==> config.mk <==
export PLATFORM = sky130hd
export DESIGN_NAME = serial_parallel_receiver_flat
export DESIGN_NICKNAME = d
export VERILOG_FILES = /design/src/rtl/serial_parallel_receiver_if.sv /design/src/rtl/serial_parallel_receiver.sv /design/src/flat_wrapper.sv
export SDC_FILE = /design/constraint.sdc
export NUM_CORES = 1
export LEC_CHECK = 0
export CAP_MARGIN = 10
export CORE_UTILIZATION = 50
export CTS_BUF_LIST = sky130_fd_sc_hd__clkbuf_4 sky130_fd_sc_hd__clkbuf_8 sky130_fd_sc_hd__clkbuf_16
export CTS_CLUSTER_DIAMETER = 80
export DETAILED_ROUTE_END_ITERATION = 10
export GPL_TIMING_DRIVEN = 0
export HOLD_SLACK_MARGIN = 0.12
export PLACE_DENSITY = 0.75
export RECOVER_POWER = 25
export SLEW_MARGIN = 20
export SYNTH_ARGS = -nofsm -noshare
export SYNTH_HDL_FRONTEND = slang
export SYNTH_SLANG_ARGS = --single-unit
export TNS_END_PERCENT = 50
==> constraint.sdc <==
create_clock -name i_p_clk -period 2.4 [get_ports i_p_clk]
set_clock_uncertainty 0.15 [all_clocks]
set_input_delay 0.48 -clock i_p_clk [delete_from_list [all_inputs] [get_ports i_p_clk]]
set_output_delay 0.48 -clock i_p_clk [all_outputs]
set_load 0.02 [all_outputs]
==> src/rtl/serial_parallel_receiver_if.sv <==
// Serial link plus downstream valid/ready bundle for serial_parallel_receiver.
// The slave modport is the receiver's view; master is the transmitter/consumer side.
interface serial_parallel_receiver_if #(
    parameter int WIDTH = 32
);
    logic             serial_data_in;
    logic             serial_valid;
    logic [WIDTH-1:0] parallel_data_out;
    logic             data_valid;
    logic             data_ready;

    modport slave (
        input  serial_data_in,
        input  serial_valid,
        input  data_ready,
        output parallel_data_out,
        output data_valid
    );

    modport master (
        output serial_data_in,
        output serial_valid,
        output data_ready,
        input  parallel_data_out,
        input  data_valid
    );
endinterface

==> src/rtl/serial_parallel_receiver.sv <==
// LSB-first serial-to-parallel receiver with a valid/ready word output,
// truncated-frame detection and a sticky overrun flag.
module serial_parallel_receiver #(
    parameter int WIDTH = 32
) (
    input  logic                         i_p_clk,
    input  logic                         i_rst,
    input  logic                         i_clr_overrun,
    output logic                         o_busy,
    output logic                         o_frame_err,
    output logic                         o_overrun,
    serial_parallel_receiver_if.slave    bus
);
    localparam int CW = $clog2(WIDTH) + 1;
    localparam logic [CW-1:0] LAST_BIT = CW'(WIDTH - 1);

    localparam logic [1:0] ST_IDLE    = 2'd0;
    localparam logic [1:0] ST_SHIFT   = 2'd1;
    localparam logic [1:0] ST_HOLD    = 2'd2;
    localparam logic [1:0] ST_DISCARD = 2'd3;

    logic [1:0]       r_state;
    logic [CW-1:0]    r_bit_cnt;
    logic [WIDTH-1:0] r_shift;
    logic [WIDTH-1:0] r_data;
    logic             r_valid;
    logic             r_frame_err;
    logic             r_overrun;
    logic             r_lost;

    logic [WIDTH-1:0] w_shift_next;
    logic             w_ovr_set;

    assign w_shift_next = {bus.serial_data_in, r_shift[WIDTH-1:1]};
    assign w_ovr_set    = (r_state == ST_HOLD) && !bus.data_ready && bus.serial_valid;

    // Frame FSM: bit capture, word hand-off and lost-frame tracking.
    always_ff @(posedge i_p_clk) begin
        if (i_rst) begin
            r_state     <= ST_IDLE;
            r_bit_cnt   <= {CW{1'b0}};
            r_shift     <= {WIDTH{1'b0}};
            r_data      <= {WIDTH{1'b0}};
            r_valid     <= 1'b0;
            r_frame_err <= 1'b0;
            r_lost      <= 1'b0;
        end else begin
            r_frame_err <= 1'b0;
            case (r_state)
                ST_IDLE: begin
                    if (bus.serial_valid) begin
                        r_shift   <= w_shift_next;
                        r_bit_cnt <= CW'(1);
                        r_state   <= ST_SHIFT;
                    end
                end
                ST_SHIFT: begin
                    if (bus.serial_valid) begin
                        r_shift <= w_shift_next;
                        if (r_bit_cnt == LAST_BIT) begin
                            r_data    <= w_shift_next;
                            r_valid   <= 1'b1;
                            r_bit_cnt <= {CW{1'b0}};
                            r_state   <= ST_HOLD;
                        end else begin
                            r_bit_cnt <= r_bit_cnt + CW'(1);
                        end
                    end else begin
                        r_frame_err <= 1'b1;
                        r_bit_cnt   <= {CW{1'b0}};
                        r_state     <= ST_IDLE;
                    end
                end
                ST_HOLD: begin
                    if (bus.data_ready) begin
                        r_valid <= 1'b0;
                        r_lost  <= 1'b0;
                        // A frame dropped during the hold must be skipped to its end.
                        if (r_lost) begin
                            r_state <= bus.serial_valid ? ST_DISCARD : ST_IDLE;
                        end else if (bus.serial_valid) begin
                            r_shift   <= w_shift_next;
                            r_bit_cnt <= CW'(1);
                            r_state   <= ST_SHIFT;
                        end else begin
                            r_state <= ST_IDLE;
                        end
                    end else if (bus.serial_valid) begin
                        r_lost <= 1'b1;
                    end
                end
                ST_DISCARD: begin
                    if (!bus.serial_valid) begin
                        r_state <= ST_IDLE;
                    end
                end
                default: begin
                    r_state   <= ST_IDLE;
                    r_valid   <= 1'b0;
                    r_bit_cnt <= {CW{1'b0}};
                    r_lost    <= 1'b0;
                end
            endcase
        end
    end

    // Sticky overrun; a new overrun beats a simultaneous clear.
    always_ff @(posedge i_p_clk) begin
        if (i_rst) begin
            r_overrun <= 1'b0;
        end else if (w_ovr_set) begin
            r_overrun <= 1'b1;
        end else if (i_clr_overrun) begin
            r_overrun <= 1'b0;
        end else begin
            r_overrun <= r_overrun;
        end
    end

    assign bus.parallel_data_out = r_data;
    assign bus.data_valid        = r_valid;
    assign o_busy                = (r_state != ST_IDLE);
    assign o_frame_err           = r_frame_err;
    assign o_overrun             = r_overrun;
endmodule

==> src/flat_wrapper.sv <==
// flat-port wrapper written by rule: the top's interface ports become plain ports
module serial_parallel_receiver_flat 
#(
    parameter int WIDTH = 32
)
  (i_p_clk, i_rst, i_clr_overrun, o_busy, o_frame_err, o_overrun, bus_serial_data_in, bus_serial_valid, bus_data_ready, bus_parallel_data_out, bus_data_valid);
  serial_parallel_receiver_if #(.WIDTH(WIDTH)) bus_i ();
  input  logic i_p_clk;
  input  logic i_rst;
  input  logic i_clr_overrun;
  output logic o_busy;
  output logic o_frame_err;
  output logic o_overrun;
  input wire logic [$bits(bus_i.serial_data_in)-1:0] bus_serial_data_in;
  input wire logic [$bits(bus_i.serial_valid)-1:0] bus_serial_valid;
  input wire logic [$bits(bus_i.data_ready)-1:0] bus_data_ready;
  output wire logic [$bits(bus_i.parallel_data_out)-1:0] bus_parallel_data_out;
  output wire logic [$bits(bus_i.data_valid)-1:0] bus_data_valid;
  assign bus_i.serial_data_in = bus_serial_data_in;
  assign bus_i.serial_valid = bus_serial_valid;
  assign bus_i.data_ready = bus_data_ready;
  assign bus_parallel_data_out = bus_i.parallel_data_out;
  assign bus_data_valid = bus_i.data_valid;
  serial_parallel_receiver #(.WIDTH(WIDTH)) u_core (.i_p_clk(i_p_clk), .i_rst(i_rst), .i_clr_overrun(i_clr_overrun), .o_busy(o_busy), .o_frame_err(o_frame_err), .o_overrun(o_overrun), .bus(bus_i));
endmodule
==> summary.md <==
| Metric | Value |
|---|---|
| N_diodes | 0 |
| GRT Overall Usage | 0.198 |
| WL per Instance | around 11 µm |
| Largest net degree at the start of global routing | 12 |
| Worst-path clk slew | 0.07 ns |
| Post-Syn Area | 2830 µm² |
| Synth top area cells | dfxtp_1 (53%), nand2_1 (17%), a21oi_1 (10%) |
| Clock network fraction of design power | 0.384 |
| Area delta synth->final | 22.1% |
| Rows | 27 |
| Avg Cell Area, Syn | 8.24 µm² |
| HPWL after DPL | about 3.7 mm |
| CP Max Fanout | 10 |
| Syn nets | between 300 and 400 |
| Failing checks | design-rule violations |
| Int Pwr | 0.00169 W |
| Gate power share | 0.039 |
| Final hold viol count | 0 |
| Peak supply drop | 357 µV |
| Achievable Freq | between 400 and 500 MHz |
| Placed Cells | around 460 |
| Final Setup Violations | 0 |
| PwrDens | about 630 nW/µm² |
| Detailed Route WL | around 5.4 mm |
| Post-cts repair resize count | 0 |
| Synth Instances | 344 |
| TNS Setup | 0 ns |
| Status | finished, violations left |
| Die H | about 77 µm |
| R2R depth | 7 |
| Via count | 2,369 |
| RSZ-0062 raised after global routing | no |
| Final period utilization | 0.929 |
| First-pass GRT wire length | 9.29 mm |
| Worst-case clock buffer depth | 2 |
| WHS Path Cells | 2 |
| Layout cells sized above 1 | 0.110 |
| Worst-Margin Slew | approximately 0.59 ns |
| Die Wd | 77.3 µm |
| GP Congestion | approximately 0.83 |
| Slew Viols, Final | 0 |
| Clock Sinks | between 70 and 80 |
| Post-synth top area share | 0.530 |
| GRT overflow | 0 |
| Multi-input logic area | between 1000 and 1500 µm² |
| Critical Path AT | 1.60 ns |
| CTS H-Tree Depth | 3 |
| CP Launch Type | register |
| Cts bufs inserted | 9 |
| Register Area | 1500 µm² |
| DR vias/cell | between 5 and 6 |
| Worst setup EP type | output pin |
| Postcts setup bufs | 0 |
| WP data required | between 1.5 and 2 ns |
| Post-CTS Hold Fix Bufs | 0 |
| Sw Ratio | 0.221 |
| Critical path class | register to output pin |
| Max-cap violations | 0 |
| Ys Warns | 0 |
| Non-Filler Instances | 471 |
| Root buf cell | clkbuf_8 |
| DR pass1 iterations | 7 |
| Initial DRC Count | slightly above 100 |
| Initial antenna violation count | 0 |
| Post-route DRC | 2 |
| Fin crit period | between 2 and 2.5 ns |
| Post-synthesis sequential area ratio | 0.530 |
| Synth area leader | dfxtp_1 |
| Hold/Removal Path Class | input pin to register |
| Routed Antenna Nets | 0 |
| # IOs | between 40 and 50 |
| Core Footprint | roughly 5500 µm² |
| Starting Density | 0.518 |
| Final nets | about 400 |
| Slew HR | 0.604 |
| Die area | approximately 6000 µm² |
| Post-placement cell area | approximately 3300 µm² |
| Sequential fraction of design power | 0.577 |
| NetSw | approximately 0.00048 W |
| CTS tree | built |
| Filler cell count | between 500 and 600 |
| Seq cells post-synth | 75 |
| Port Buffer Count | 40 |
| Fin area | 3460 µm² |
| Clk Latency, worst-skew pair | 0.34 ns |
| Pleak | 1.12 nW |
| Vias in the first global route | 2,043 |
| Post-synth cell types | 31 |
## logic make-up after synthesis
| family | synth area share |
|---|---|
| AO/OA/AOI/OAI | 0.175 |
| flip-flops | 0.530 |
| AND/OR/NAND/NOR | 0.232 |
| buffers and inverters | 0.0583 |
| adder cells (fa/ha/maj) | 0.00441 |
## layer usage
layer	global-route usage	routed length [µm]	vias up
met5	0	0	-
li1	-	-	1227
met4	0.0906	95	0
met3	0.0536	221	8
met1	0.267	2620	1088
met2	0.294	2470	46
## power groups by stage
stage	Sequential, W	Combinational [W]	Clock [W]
after CTS	0.00125	0.0000865	0.000856
final	0.00125	0.0000848	0.000833
after global routing	0.00125	0.0000942	0.000913
after floorplan	0.00128	0.0000573	0
after detailed placement	0.00128	0.0000861	0
after global placement	0.00128	0.0000857	0
## Yosys cell counts (all sizes together)
library cell and number:
nand2 129, dfxtp 75, a21oi 71, buf 15
nor2 9, clkbuf 8, nor3 4, o21ai 4
a211oi 3, nor2b 3, nor3b 3, and3 2
inv 2, nand3 2, nand3b 2, o21a 2
o22ai 2, a22oi 1, a31oi 1, and2 1
and3b 1, ha 1, nand2b 1, o41ai 1
or2 1
## registers in the layout (all words and copies together) (netlist names)
name,count
u_core.bus.parallel_data_out,32
u_core.r_shift,31
u_core.r_bit_cnt,6
u_core.r_state,2
u_core.bus.data_valid,1
u_core.o_frame_err,1
u_core.o_overrun,1
u_core.r_lost,1
## worst max-delay path: stages (launching register included)
cell	delay (ns)
dfxtp_1	0.30
buf_4	0.16
or2_2	0.27
clkdlybuf4s50_1	0.54
## final timing paths
path                              startpoint                          endpoint  slack (ns)
max                        u_core.r_state[0]                            o_busy        0.17
min                         bus_serial_valid                u_core.o_frame_err        0.24
max reg2reg              u_core.r_bit_cnt[0]  u_core.bus.parallel_data_out[27]        0.30
min reg2reg  u_core.bus.parallel_data_out[7]   u_core.bus.parallel_data_out[7]        0.30
## layout make-up
cell class / instances / area share
Buffer: 23 / 0.0394
Sequential cell: 75 / 0.434
Tap cell: 72 / 0.0260
Inverter: 2 / 0.00217
Clock inverter: 3 / 0.00434
Clock buffer: 12 / 0.0441
Timing Repair Buffer: 40 / 0.116
Multi-Input combinational cell: 244 / 0.334
## cell usage in the layout (no fill, tap or decap), types with 3 or more instances in the layout
cell type | netlist | routed
nor3_1 | 4 | 4
clkbuf_1 | 8 | 9
a21oi_1 | 58 | 58
o21ai_0 | 3 | 3
a211oi_1 | 3 | 3
clkinv_2 | 0 | 3
clkdlybuf4s50_1 | 0 | 38
dfxtp_1 | 75 | 75
nor3b_1 | 2 | 3
buf_2 | 6 | 6
a21oi_2 | 13 | 13
nor2_1 | 9 | 9
clkbuf_8 | 0 | 10
nor2b_1 | 3 | 3
buf_4 | 5 | 5
nand2_1 | 129 | 129
## metrics by stage
step | hold WS (ns) | util | setup slack [ns] | power, W
2_1_floorplan | 0.282 | - | 0.768 | 0.00134
3_3_place_gp | 0.291 | 0.607 | 0.136 | 0.00137
3_5_place_dp | 0.297 | 0.607 | 0.0961 | 0.00137
4_1_cts | 0.225 | 0.638 | 0.149 | 0.00219
5_1_grt | 0.230 | 0.632 | 0.0663 | 0.00226
6_report | 0.244 | 0.632 | 0.169 | 0.00217
(Power assumes the default switching activity.)
==> edit 1, RTL diff (same flow settings) <==
`WIDTH` is set to 32 in 3 places; all go to 64.
--- a/src/rtl/serial_parallel_receiver_if.sv
+++ b/src/rtl/serial_parallel_receiver_if.sv
@@ -1,7 +1,7 @@
 // Serial link plus downstream valid/ready bundle for serial_parallel_receiver.
 // The slave modport is the receiver's view; master is the transmitter/consumer side.
 interface serial_parallel_receiver_if #(
-    parameter int WIDTH = 32
+    parameter int WIDTH = 64
 );
     logic             serial_data_in;
     logic             serial_valid;
--- a/src/rtl/serial_parallel_receiver.sv
+++ b/src/rtl/serial_parallel_receiver.sv
@@ -1,7 +1,7 @@
 // LSB-first serial-to-parallel receiver with a valid/ready word output,
 // truncated-frame detection and a sticky overrun flag.
 module serial_parallel_receiver #(
-    parameter int WIDTH = 32
+    parameter int WIDTH = 64
 ) (
     input  logic                         i_p_clk,
     input  logic                         i_rst,
--- a/src/flat_wrapper.sv
+++ b/src/flat_wrapper.sv
@@ -1,7 +1,7 @@
 // flat-port wrapper written by rule: the top's interface ports become plain ports
 module serial_parallel_receiver_flat 
 #(
-    parameter int WIDTH = 32
+    parameter int WIDTH = 64
 )
   (i_p_clk, i_rst, i_clr_overrun, o_busy, o_frame_err, o_overrun, bus_serial_data_in, bus_serial_valid, bus_data_ready, bus_parallel_data_out, bus_data_valid);
   serial_parallel_receiver_if #(.WIDTH(WIDTH)) bus_i ();
Interface: changed (resized bus_parallel_data_out); port bits go from 42 to 74. The function was not compared with the original's and may differ.
==> edit 1 against the original RTL <==
  * Final cell count up 84%
  * Total power rose by 130%
  * Cell area is 90% higher
  * Synthesized area up 80%
  * Critical path type is now primary input to flop
  * Wire length is 97% higher
  * Sequential cell count increased by 65
  * Highest routed layer unchanged
  * Count of clock-buffer cells in the layout up 6
  * Worst setup slack got worse by 68 ps
==> edit 1: results (changes against the original RTL) <==
| Metric | Value |
|---|---|
| Outcome | `completed` |
| Largest net degree at the start of global routing | `17 (+5)` |
| R2r worst-path depth | `6 (-1)` |
| CTS Buf Count | `17 (+8)` |
| Worst skew pair latency | `510 ps (+170 ps)` |
| Synth top area cells | `dfxtp_1, nand2_1, a21oi_1, buf_6, a21oi_2` |
| Filler Cell Count | `824 (+63%)` |
| Number of H-tree levels | `4 (+1)` |
| CP max-delay cell | `dlygate4sd3_1` |
| Routing usage on met2 | `38.3% (+8.9 points)` |
| DRT Pass-1 Iters | `4 (-3)` |
| FF-to-FF End | `u_core.bus.parallel_data_out[45]` |
| Layout cells sized above 1 | `10.5% (-0.49 points)` |
| Hold_ws | `303 ps (+58.8 ps)` |
| Rows | `36 (+33%)` |
| CP Launch Point | `bus_data_ready` |
| Sequential cell fraction of total power | `46.3% (-11 points)` |
| LEAKAGE | `2.15 nW (+92%)` |
| Met2 Wirelength | `5.27 mm (+110%)` |
| DP Worst Slack | `-400 ps (-496 ps)` |
| GRT Resource Usage Total | `22.3% (+2.5 points)` |
| Highest ir drop seen on vdd | `457 uV (+28%)` |
| M3 GR Usage | `7.05% (+1.7 points)` |
| Worst Setup Slack, final | `102 ps (-67.6 ps)` |
| Seq. cell area | `2800 um2 (+87%)` |
| I/O Buffers | `73 (+83%)` |
| Routed wire length | `10.7 mm (+97%)` |
| Global-route wire length before repair | `18.1 mm (+95%)` |
| Placed cells | `832 (+82%)` |
| Flop and latch count out of synthesis | `140 (+87%)` |
| Dpl hpwl | `7.32 mm (+95%)` |
| Placed cell area | `5990 um2 (+80%)` |
| Hold EP | `u_core.bus.parallel_data_out[55]` |
| Met3 WL | `489 um (+120%)` |
| Gp weighted congestion | `0.778 (-5.9%)` |
| Max FFs per register | `64 (+100%)` |
| CP Capture Point | `u_core.r_shift[44]` |
| Vias in the first global route | `4069 (+99%)` |
| Hold path start | `u_core.bus.parallel_data_out[55]` |
| Clock Power | `2.57 mW (+210%)` |
| Number of DRC markers in iteration 0 | `170 (+65%)` |
| Rel. slew slack | `57.8% (-2.6 points)` |
| Hold Crit Class | `flop to flop` |
==> edit 1: logic make-up after synthesis <==
| kind of cell | Yosys count | synth area share (%) |
|---|---|---|
| AO/OA/AOI/OAI | 148 | 16.6 |
| XOR/XNOR | 4 | 0.687 |
| adder cells (fa/ha/maj) | 1 | 0.245 |
| buffers and inverters | 47 | 4.96 |
| flip-flops | 140 | 55.0 |
| AND/OR/NAND/NOR | 286 | 22.5 |
==> edit 1: what timing repair did <==
item,4_1_cts,5_1_grt
hold buffers,0,0
endpoints found under the setup margin,1,1
resized for setup,2,1
endpoints found under the hold margin,0,0
==> edit 1: cell type report <==
cell class | count | area share [%]
clock buffer | 18 | 6.41
inverter | 3 | 0.171
clock inverter | 14 | 2.59
timing repair buffer | 73 | 11.1
multi-input combinational | 439 | 31.0
antenna | 1 | 0.0380
buffer | 44 | 3.57
sequential | 140 | 42.6
tap | 133 | 2.53
==> edit 2, RTL diff (config.mk and constraints unchanged) <==
Without the edit above. Make the reset (`i_rst`) asynchronous in 2 clocked blocks.
--- a/src/rtl/serial_parallel_receiver.sv
+++ b/src/rtl/serial_parallel_receiver.sv
@@ -35,7 +35,7 @@
     assign w_ovr_set    = (r_state == ST_HOLD) && !bus.data_ready && bus.serial_valid;
 
     // Frame FSM: bit capture, word hand-off and lost-frame tracking.
-    always_ff @(posedge i_p_clk) begin
+    always_ff @(posedge i_p_clk or posedge i_rst) begin
         if (i_rst) begin
             r_state     <= ST_IDLE;
             r_bit_cnt   <= {CW{1'b0}};
@@ -105,7 +105,7 @@
     end
 
     // Sticky overrun; a new overrun beats a simultaneous clear.
-    always_ff @(posedge i_p_clk) begin
+    always_ff @(posedge i_p_clk or posedge i_rst) begin
         if (i_rst) begin
             r_overrun <= 1'b0;
         end else if (w_ovr_set) begin
Formal check against the unedited RTL: differs if i_rst is asserted again (counterexample within 4 cycles, from zero or initial values and one cycle with i_rst high); with i_rst held inactive, the same outputs for 10 cycles.
==> edit 2 against the original RTL <==
  * Cell area up 8.4%
  * Sequential cell count unchanged
  * Synthesized area up 5.7%
  * Wire length down 11%
  * Hold slack better by 97 ps
  * Register-to-register slack worse by 140 ps
  * Worst setup slack worse by 74 ps
  * Synthesized cell count down 44%
  * First-iteration DRC count down 24%
  * Via count down 28%
  * Critical path type unchanged
  * Critical endpoint unchanged
Power is not compared: it rests on default switching activity, and its combinational part moved more than twofold at a synthesized area within 25%.
==> edit 2: results (changes against the original RTL) <==
| Metric | Value |
|---|---|
| Global-route wire length before repair | `7.94 mm (-15%)` |
| Gp weighted congestion | `0.760 (-8.1%)` |
| Post-CTS Repair Setup Buffers | `0 (unchanged)` |
| Largest net degree at the start of global routing | `31 (+19)` |
| Post-CTS resize count | `0 (unchanged)` |
| DRT Pass-1 Iters | `4 (-3)` |
| Hold Crit Class | `flop to flop` |
| Vias in the first global route | `1676 (-18%)` |
| Number of DRC markers in iteration 0 | `78 (-24%)` |
| Clk slew on worst S/H paths | `70 ps (about the same)` |
| Register area share after synthesis | `62.7% (+9.7 points)` |
| Most instantiated cells after synthesis | `dfrtp_1, mux2_2, buf_6` |
| Asr flop ratio synth | `100% (+100 points)` |
| GRT Resource Usage Total | `17.0% (-2.8 points)` |
| Layout cells sized above 1 | `34.7% (+24 points)` |
| Outcome | `completed` |
| Synth Instances | `194 (-44%)` |
| Avg WL per Cell | `14.8 um (+29%)` |
| DP Worst Slack | `-104 ps (-200 ps)` |
| Routed wire length | `4.79 mm (-11%)` |
| Unique cell type count in the Yosys netlist | `37 (+19%)` |
| Worst Path Arrival | `1680 ps (+80 ps)` |
| Max FFs per register | `32 (unchanged)` |
| Sum Neg Setup Slack | `0 ps (unchanged)` |
| # diodes | `0 (unchanged)` |
| Placed cells | `309 (-32%)` |
| Post-layout nets | `255 (-37%)` |
| I/O Buffers | `41 (+2.5%)` |
| Rel. slew slack | `33.7% (-27 points)` |
| Vias per inst | `5.28 (+4.9%)` |
| Dpl hpwl | `3.19 mm (-15%)` |
| Synth top area cells | `dfrtp_1, mux2_2, buf_6, mux2_1, nor4_4` |
| Fin. Hold Viols | `0 (unchanged)` |
| Clock root cell | `clkbuf_8` |
| Syn Nets | `201 (-43%)` |
==> edit 2: cell count changes after synthesis, moves of 7 or more <==
cell / before / now
nor2_1: 9 / 1
dfrtp_1: 0 / 75
buf_6: 0 / 7
dfxtp_1: 75 / 0
nand2_1: 129 / 4
mux2_2: 0 / 57
a21oi_2: 13 / 0
a21oi_1: 58 / 3
==> edit 2: power by group through the flow <==
stage	registers, mW	logic [mW]	clock network, mW
floorplan	1.64	0.280	0
global placement	1.69	0.323	0
detailed placement	1.70	0.343	0
CTS	1.68	0.346	1.14
global route	1.71	0.370	1.19
finish	1.68	0.335	1.12
==> edit 2: routing by layer <==
layer  global-route usage (%)  up-vias  wire [um]
met5                        0        -          0
li1                         -      801          -
met1                     23.3      865       2280
met4                     7.64        0         45
met3                     5.94        4        235
met2                     24.5       34       2220
==> edit 2: critical path, stage by stage, from the launching register on <==
cell,delay [ps]
dfrtp_1,380
buf_6,140
or2_2,280
clkdlybuf4s50_1,540
==> edit 2: kinds of logic (layout without fill, tap and decap cells) <==
group | count (synthesis) | after routing | synth area share (%)
flops | 75 | 75 | 62.7
mux | 63 | 63 | 23.7
compound gates | 21 | 21 | 5.05
simple gates | 19 | 19 | 4.39
buf+inv | 14 | 71 | 3.51
fa+ha+maj | 1 | 1 | 0.418
xor+xnor | 1 | 1 | 0.292
==> edit 2: cell type report <==
class | instances | area [um2]
fillers | 417 | 1890
flip-flops and latches | 75 | 1880
multi-input cells | 105 | 1010
repair buffers | 43 | 435
clock buffers | 9 | 124
clock inverters | 5 | 104
well taps | 72 | 90.1
plain buffers | 9 | 86.3
inverters | 5 | 20.0
==> edit 2: worst paths after layout <==
kind	start	to	slack, ps	depth (start not counted)
worst max-delay path	u_core.r_state[0]	o_busy	90	3
worst min-delay path	u_core.bus.parallel_data_out[15]	u_core.bus.parallel_data_out[15]	340	1
worst max register to register	u_core.r_bit_cnt[0]	u_core.bus.parallel_data_out[7]	160	5
worst min register to register	u_core.bus.parallel_data_out[15]	u_core.bus.parallel_data_out[15]	340	1
max in group asynchronous	i_rst	u_core.r_shift[19]	370	3
min in group asynchronous	i_rst	u_core.bus.parallel_data_out[29]	650	2
==> edit 2: metrics by stage <==
step	cell area (um2)	power (mW)	utilization (%)
2_1_floorplan	3000	1.92	-
3_3_place_gp	3500	2.02	62.0
3_5_place_dp	3550	2.04	62.9
4_1_cts	3770	3.17	66.9
5_1_grt	3750	3.27	66.5
6_report	3750	3.13	66.5
